## src/rtl/ps2_keyboard.sv

```systemverilog
// PS/2 keyboard receiver: synchronises and deglitches the pins, deframes
// device-to-host frames and emits one strobe per key event with E0/F0 folded into flags.
module ps2_keyboard #(
  parameter int unsigned FILTER  = 8,
  parameter int unsigned TIMEOUT = 7000
) (
  input  logic       clock,
  input  logic       reset,
  input  logic       ce,
  input  logic       ps2Ck,
  input  logic       ps2D,
  output logic       kstb,
  output logic       make,
  output logic       ext,
  output logic [7:0] code
);

  localparam int unsigned TO_W  = 13;
  localparam int unsigned CNT_W = 4;
  localparam int unsigned SR_W  = 10;

  typedef enum logic [1:0] {
    IDLE  = 2'd0,
    SHIFT = 2'd1,
    CHECK = 2'd2
  } state_t;

  logic [1:0]        ck_sync;
  logic [1:0]        d_sync;
  logic              ck_s;
  logic              d_s;

  logic [FILTER-1:0] hist, hist_d;
  logic              filt, filt_d;
  logic              fall;

  state_t            state, state_d;
  logic [CNT_W-1:0]  cnt, cnt_d;
  logic [SR_W-1:0]   sr, sr_d;
  logic [TO_W-1:0]   to_cnt, to_cnt_d;
  logic              brk, brk_d;
  logic              ex, ex_d;
  logic              kstb_d;
  logic              make_d;
  logic              ext_d;
  logic [7:0]        code_d;

  logic [7:0]        rx_byte;
  logic              frame_ok;

  assign ck_s     = ck_sync[1];
  assign d_s      = d_sync[1];
  assign rx_byte  = sr[7:0];
  assign frame_ok = (^sr[8:0]) & sr[9];

  // Two-flop synchronisers for both pins.
  always_ff @(posedge clock or negedge reset) begin
    if (!reset) begin
      ck_sync <= 2'b11;
      d_sync  <= 2'b11;
    end else begin
      ck_sync <= {ck_sync[0], ps2Ck};
      d_sync  <= {d_sync[0], ps2D};
    end
  end

  // Glitch filter: the filtered clock only moves once the whole history agrees.
  always_comb begin
    hist_d = hist;
    filt_d = filt;
    fall   = 1'b0;
    if (ce) begin
      hist_d = {hist[FILTER-2:0], ck_s};
      if (&hist) begin
        filt_d = 1'b1;
      end else if (~|hist) begin
        filt_d = 1'b0;
      end
      fall = filt & ~filt_d;
    end
  end

  always_ff @(posedge clock or negedge reset) begin
    if (!reset) begin
      hist <= '1;
      filt <= 1'b1;
    end else begin
      hist <= hist_d;
      filt <= filt_d;
    end
  end

  // Frame state machine, timeout and byte interpretation.
  always_comb begin
    state_d  = state;
    cnt_d    = cnt;
    sr_d     = sr;
    to_cnt_d = to_cnt;
    brk_d    = brk;
    ex_d     = ex;
    kstb_d   = 1'b0;
    make_d   = make;
    ext_d    = ext;
    code_d   = code;
    if (ce) begin
      unique case (state)
        IDLE: begin
          if (fall && !d_s) begin
            state_d  = SHIFT;
            cnt_d    = '0;
            to_cnt_d = '0;
          end
        end
        SHIFT: begin
          if (fall) begin
            sr_d     = {d_s, sr[SR_W-1:1]};
            to_cnt_d = '0;
            if (cnt == CNT_W'(9)) begin
              state_d = CHECK;
            end else begin
              cnt_d = cnt + CNT_W'(1);
            end
          end else if (to_cnt == TO_W'(TIMEOUT - 1)) begin
            state_d  = IDLE;
            to_cnt_d = '0;
          end else begin
            to_cnt_d = to_cnt + TO_W'(1);
          end
        end
        CHECK: begin
          state_d = IDLE;
          if (frame_ok) begin
            unique case (rx_byte)
              8'hF0: brk_d = 1'b1;
              8'hE0: ex_d  = 1'b1;
              8'hE1, 8'hAA, 8'hEE, 8'hFA, 8'hFE, 8'h00, 8'hFF: ;
              default: begin
                kstb_d = 1'b1;
                code_d = rx_byte;
                make_d = ~brk;
                ext_d  = ex;
                brk_d  = 1'b0;
                ex_d   = 1'b0;
              end
            endcase
          end else begin
            brk_d = 1'b0;
            ex_d  = 1'b0;
          end
        end
        default: state_d = IDLE;
      endcase
    end
  end

  always_ff @(posedge clock or negedge reset) begin
    if (!reset) begin
      state  <= IDLE;
      cnt    <= '0;
      sr     <= '0;
      to_cnt <= '0;
      brk    <= 1'b0;
      ex     <= 1'b0;
      kstb   <= 1'b0;
      make   <= 1'b0;
      ext    <= 1'b0;
      code   <= 8'h00;
    end else begin
      state  <= state_d;
      cnt    <= cnt_d;
      sr     <= sr_d;
      to_cnt <= to_cnt_d;
      brk    <= brk_d;
      ex     <= ex_d;
      kstb   <= kstb_d;
      make   <= make_d;
      ext    <= ext_d;
      code   <= code_d;
    end
  end

endmodule

```

## config.mk

```make
export PLATFORM = sky130hd
export DESIGN_NAME = ps2_keyboard
export DESIGN_NICKNAME = d
export VERILOG_FILES = /design/src/rtl/ps2_keyboard.sv
export SDC_FILE = /design/constraint.sdc
export NUM_CORES = 1
export LEC_CHECK = 0
export BUFFER_PORTS_ARGS = -buffer_cell sky130_fd_sc_hd__buf_2
export CORE_UTILIZATION = 60
export CTS_CLUSTER_DIAMETER = 200
export DETAILED_ROUTE_END_ITERATION = 8
export PLACE_DENSITY = 0.76
export SYNTH_ARGS = -nofsm -noshare
export SYNTH_HDL_FRONTEND = slang
export SYNTH_SLANG_ARGS = --single-unit
```

## constraint.sdc

```tcl
create_clock -name clock -period 3.14 [get_ports clock]
set_input_delay 0.157 -clock clock [delete_from_list [all_inputs] [get_ports clock]]
set_output_delay 0.157 -clock clock [all_outputs]
set_load 0.03 [all_outputs]
```

==> flow_metrics.py <==
metrics = {
    "status": {
        "status": "finished clean",
    },
    "routing": {
        "vias": 1945,
        "routed_wl_mm": 4.82,
        "wire_per_inst_um": 14.6,
        "drt_iter0_drc": 168,
        "ant_nets": 0,
        "post-route-drc-count": 0,
        "routed_via_density": 5.89,
        "drtPass1Iterations": 4,
    },
    "worst_setup_path": {
        "crit_chain": "inv_1 > ha_1 > xnor3_1 > xnor2_1 > and2_1 > and3b_1 > mux2_2",
        "cp_data_arrival_time_ps": 2820,
        "crit_fanout": 11,
        "cp-start-kind": "flip-flop",
        "critPathMaxStageDelay_ps": 520,
        "crit_path_end_kind": "flip-flop",
        "critPathSlowestCell": "and3b_1",
        "critical_path_class": "flip-flop to flip-flop",
        "cp.required_ps": 3330,
    },
    "yosys": {
        "synth_nets": 277,
        "synth_top_flop_cell": "dfrtp_1",
        "synth_top_family_by_area": "simple AND/OR/NAND/NOR gates",
        "ys_seq_elements": 55,
        "synth_compound_area_share_pct": 11.7,
        "ys_warn_count": 0,
        "ys_seq_area_share_pct": 50.1,
        "synthArstFlopShare_pct": 100,
        "synth_edf_count": 0,
        "yosys.area_share.adder_pct": 7.20,
        "synthSimpleGateAreaFrac_pct": 17.2,
        "yosys.area_share.xor_xnor_pct": 1.44,
        "synth_cell_type_count": 43,
        "syn_area_mm2": 0.00278,
        "synth_cells": 256,
        "synthMuxAreaShare_pct": 8.86,
        "syn_area_per_cell_um2": 10.9,
    },
    "finish": {
        "final_common_cell": "dfrtp_1",
        "diodes": 0,
        "nNetsFinal": 298,
        "synthToLayoutAreaGrowth_pct": 10.1,
        "nFillCells": 343,
        "final_cell_mix": "dfrtp_1 (42), o21ai_0 (26), nand2_1 (22)",
        "drive_gt1_share_pct": 23.4,
        "final_area_mm2": 0.00306,
    },
    "place": {
        "gp_congestion": 0.772,
        "dp_hpwl_mm": 3.32,
        "place_area_mm2": 0.00293,
        "port_buffers": 15,
        "pre_cts_slack_ps": 517,
    },
    "cts": {
        "post-cts-setup-buffer-count": 0,
        "cts_buffers": 5,
        "cts_sinks": 55,
        "cts_resized": 0,
        "cts_tree": "yes",
        "clk_pin_slew_ps": 100,
        "root_buffer": "clkbuf_8",
        "cts_buffer_depth": 2,
        "hold_buffers": 2,
        "clk_latency_ps": 310,
        "htreeDepth": 2,
    },
    "timing": {
        "setup_slack_ps": 515,
        "tns_ps": 0,
        "max_slew_margin_pct": 29.8,
        "finalHoldViolCount": 0,
        "finalCritPeriodShare_pct": 83.6,
        "worst_hold_slack_ps": 12.2,
        "skew_ps": 6.22,
        "tightest_slew_ps": 1050,
        "slew_viol_final": 0,
        "setup_viol": 0,
        "layout_min_cycle_time_ps": 2620,
        "rsz0062_at_grt": "no",
        "fmax_ghz": 0.381,
    },
    "grt": {
        "grt_start_max_net_pins": 47,
        "grt_overflow": 0,
        "grt_pass1_wl_mm": 8.28,
        "first_global_vias": 1796,
        "track_usage_pct": 21.3,
        "antenna_found_initial": 0,
    },
    "floorplan": {
        "core-area_mm2": 0.00441,
        "die_y_um": 70.1,
        "rows": 24,
        "dieArea_mm2": 0.00491,
        "die_w_um": 70.1,
        "num_io_pins": 16,
        "start_util_pct": 63.0,
    },
    "pwr": {
        "p_leak_nw": 1.47,
        "powerDensity_mw_per_mm2": 489,
        "ir_drop_mv": 0.345,
    },
    "job": {
        "drv_cap": 0,
    },
    "min_path": {
        "min_path_type": "primary input to async pin",
    },
}
where the power goes:
part           leakage, nW  internal [W]  switching, W  total (W)
logic                0.757     0.0000921     0.0000859   0.000178
clock network       0.0594      0.000226      0.000224   0.000450
registers            0.659      0.000801     0.0000691   0.000870
total                 1.47       0.00112      0.000379    0.00150
cell families (layout without fill, tap and decap cells):
group           after synthesis  count (layout)
simple gates                 83              83
flops                        55              55
compound gates               51              51
buf+inv                      26              48
mux                          22              22
fa+ha+maj                    16              16
xor+xnor                      3               3
final cells by class:
cell class                      instances  area (µm²)  area share, %
Timing Repair Buffer                   21         125           4.09
Sequential cell                        55        1390           45.5
Multi-Input combinational cell        175        1290           42.3
Clock buffer                            7         108           3.51
Tap cell                               52        65.1           2.13
Clock inverter                          1        5.00          0.163
Inverter                               19        71.3           2.33
registers in the layout, summed over array words and instances, names as in the netlist:
register,cells
ck_sync,2
d_sync,2
ex,1
cnt,4
to_cnt,13
sr,10
ext,1
filt,1
hist,8
code,8
kstb,1
brk,1
state,2
make,1
cell usage after synthesis, drive strengths merged (2+ instances only):
library cell / instances / area [µm²]
nor2: 7 / 26.3
a21o: 2 / 15.0
and2: 3 / 18.8
nand4b: 3 / 32.5
nand2b: 2 / 12.5
nor4: 4 / 31.3
inv: 19 / 71.3
dfrtp: 42 / 1050
and3: 2 / 12.5
ha: 16 / 200
nor2b: 6 / 37.5
and3b: 2 / 17.5
mux2: 21 / 236
nand2: 22 / 82.6
a21oi: 4 / 20.0
nand3: 8 / 40.0
dfstp: 13 / 342
nand3b: 2 / 15.0
and4b: 2 / 20.0
clkbuf: 6 / 22.5
nor3: 8 / 40.0
o21ai: 26 / 130
o211ai: 2 / 15.0
a22o: 11 / 96.3
nand4: 7 / 43.8
metal layers:
| layer | global-route usage, % | vias to the layer above | part of all wire [%] |
|---|---|---|---|
| met5 | 0 | - | 0 |
| met4 | 6.22 | 0 | 1.3 |
| met3 | 4.33 | 7 | 3.4 |
| met2 | 33.3 | 40 | 46 |
| met1 | 30.2 | 930 | 50 |
| li1 | - | 968 | - |
path summary, 6_finish.rpt:
kind	startpoint	slack (ps)	to	depth (start not counted)
max in group asynchronous	reset	2340	hist[1]	2
setup reg to reg	sr[1]	520	code[5]	7
setup / recovery	sr[1]	520	code[5]	7
min in group clock	ce	260	state[1]	2
hold / removal	reset	10	code[2]	1
hold reg to reg	d_sync[0]	360	d_sync[1]	0
critical path, delay by kind of cell (launching register included):
kind,cells,cell delay [ps]
buffers and inverters,1,100
and+or+nand+nor,2,740
DFF,1,430
xor gates and xnor gates,2,540
adders and majority gates,1,290
muxes,1,400
through the flow:
stage | instances | power [W] | utilization [%]
finish | 330 | 0.00150 | 69.4
global route | 330 | 0.00158 | 69.4
CTS | 330 | 0.00152 | 69.4
detailed placement | 320 | 0.00106 | 66.4
global placement | 320 | 0.00105 | 66.4
floorplan | 256 | 0.000996 | -
(Power assumes the default switching activity.)
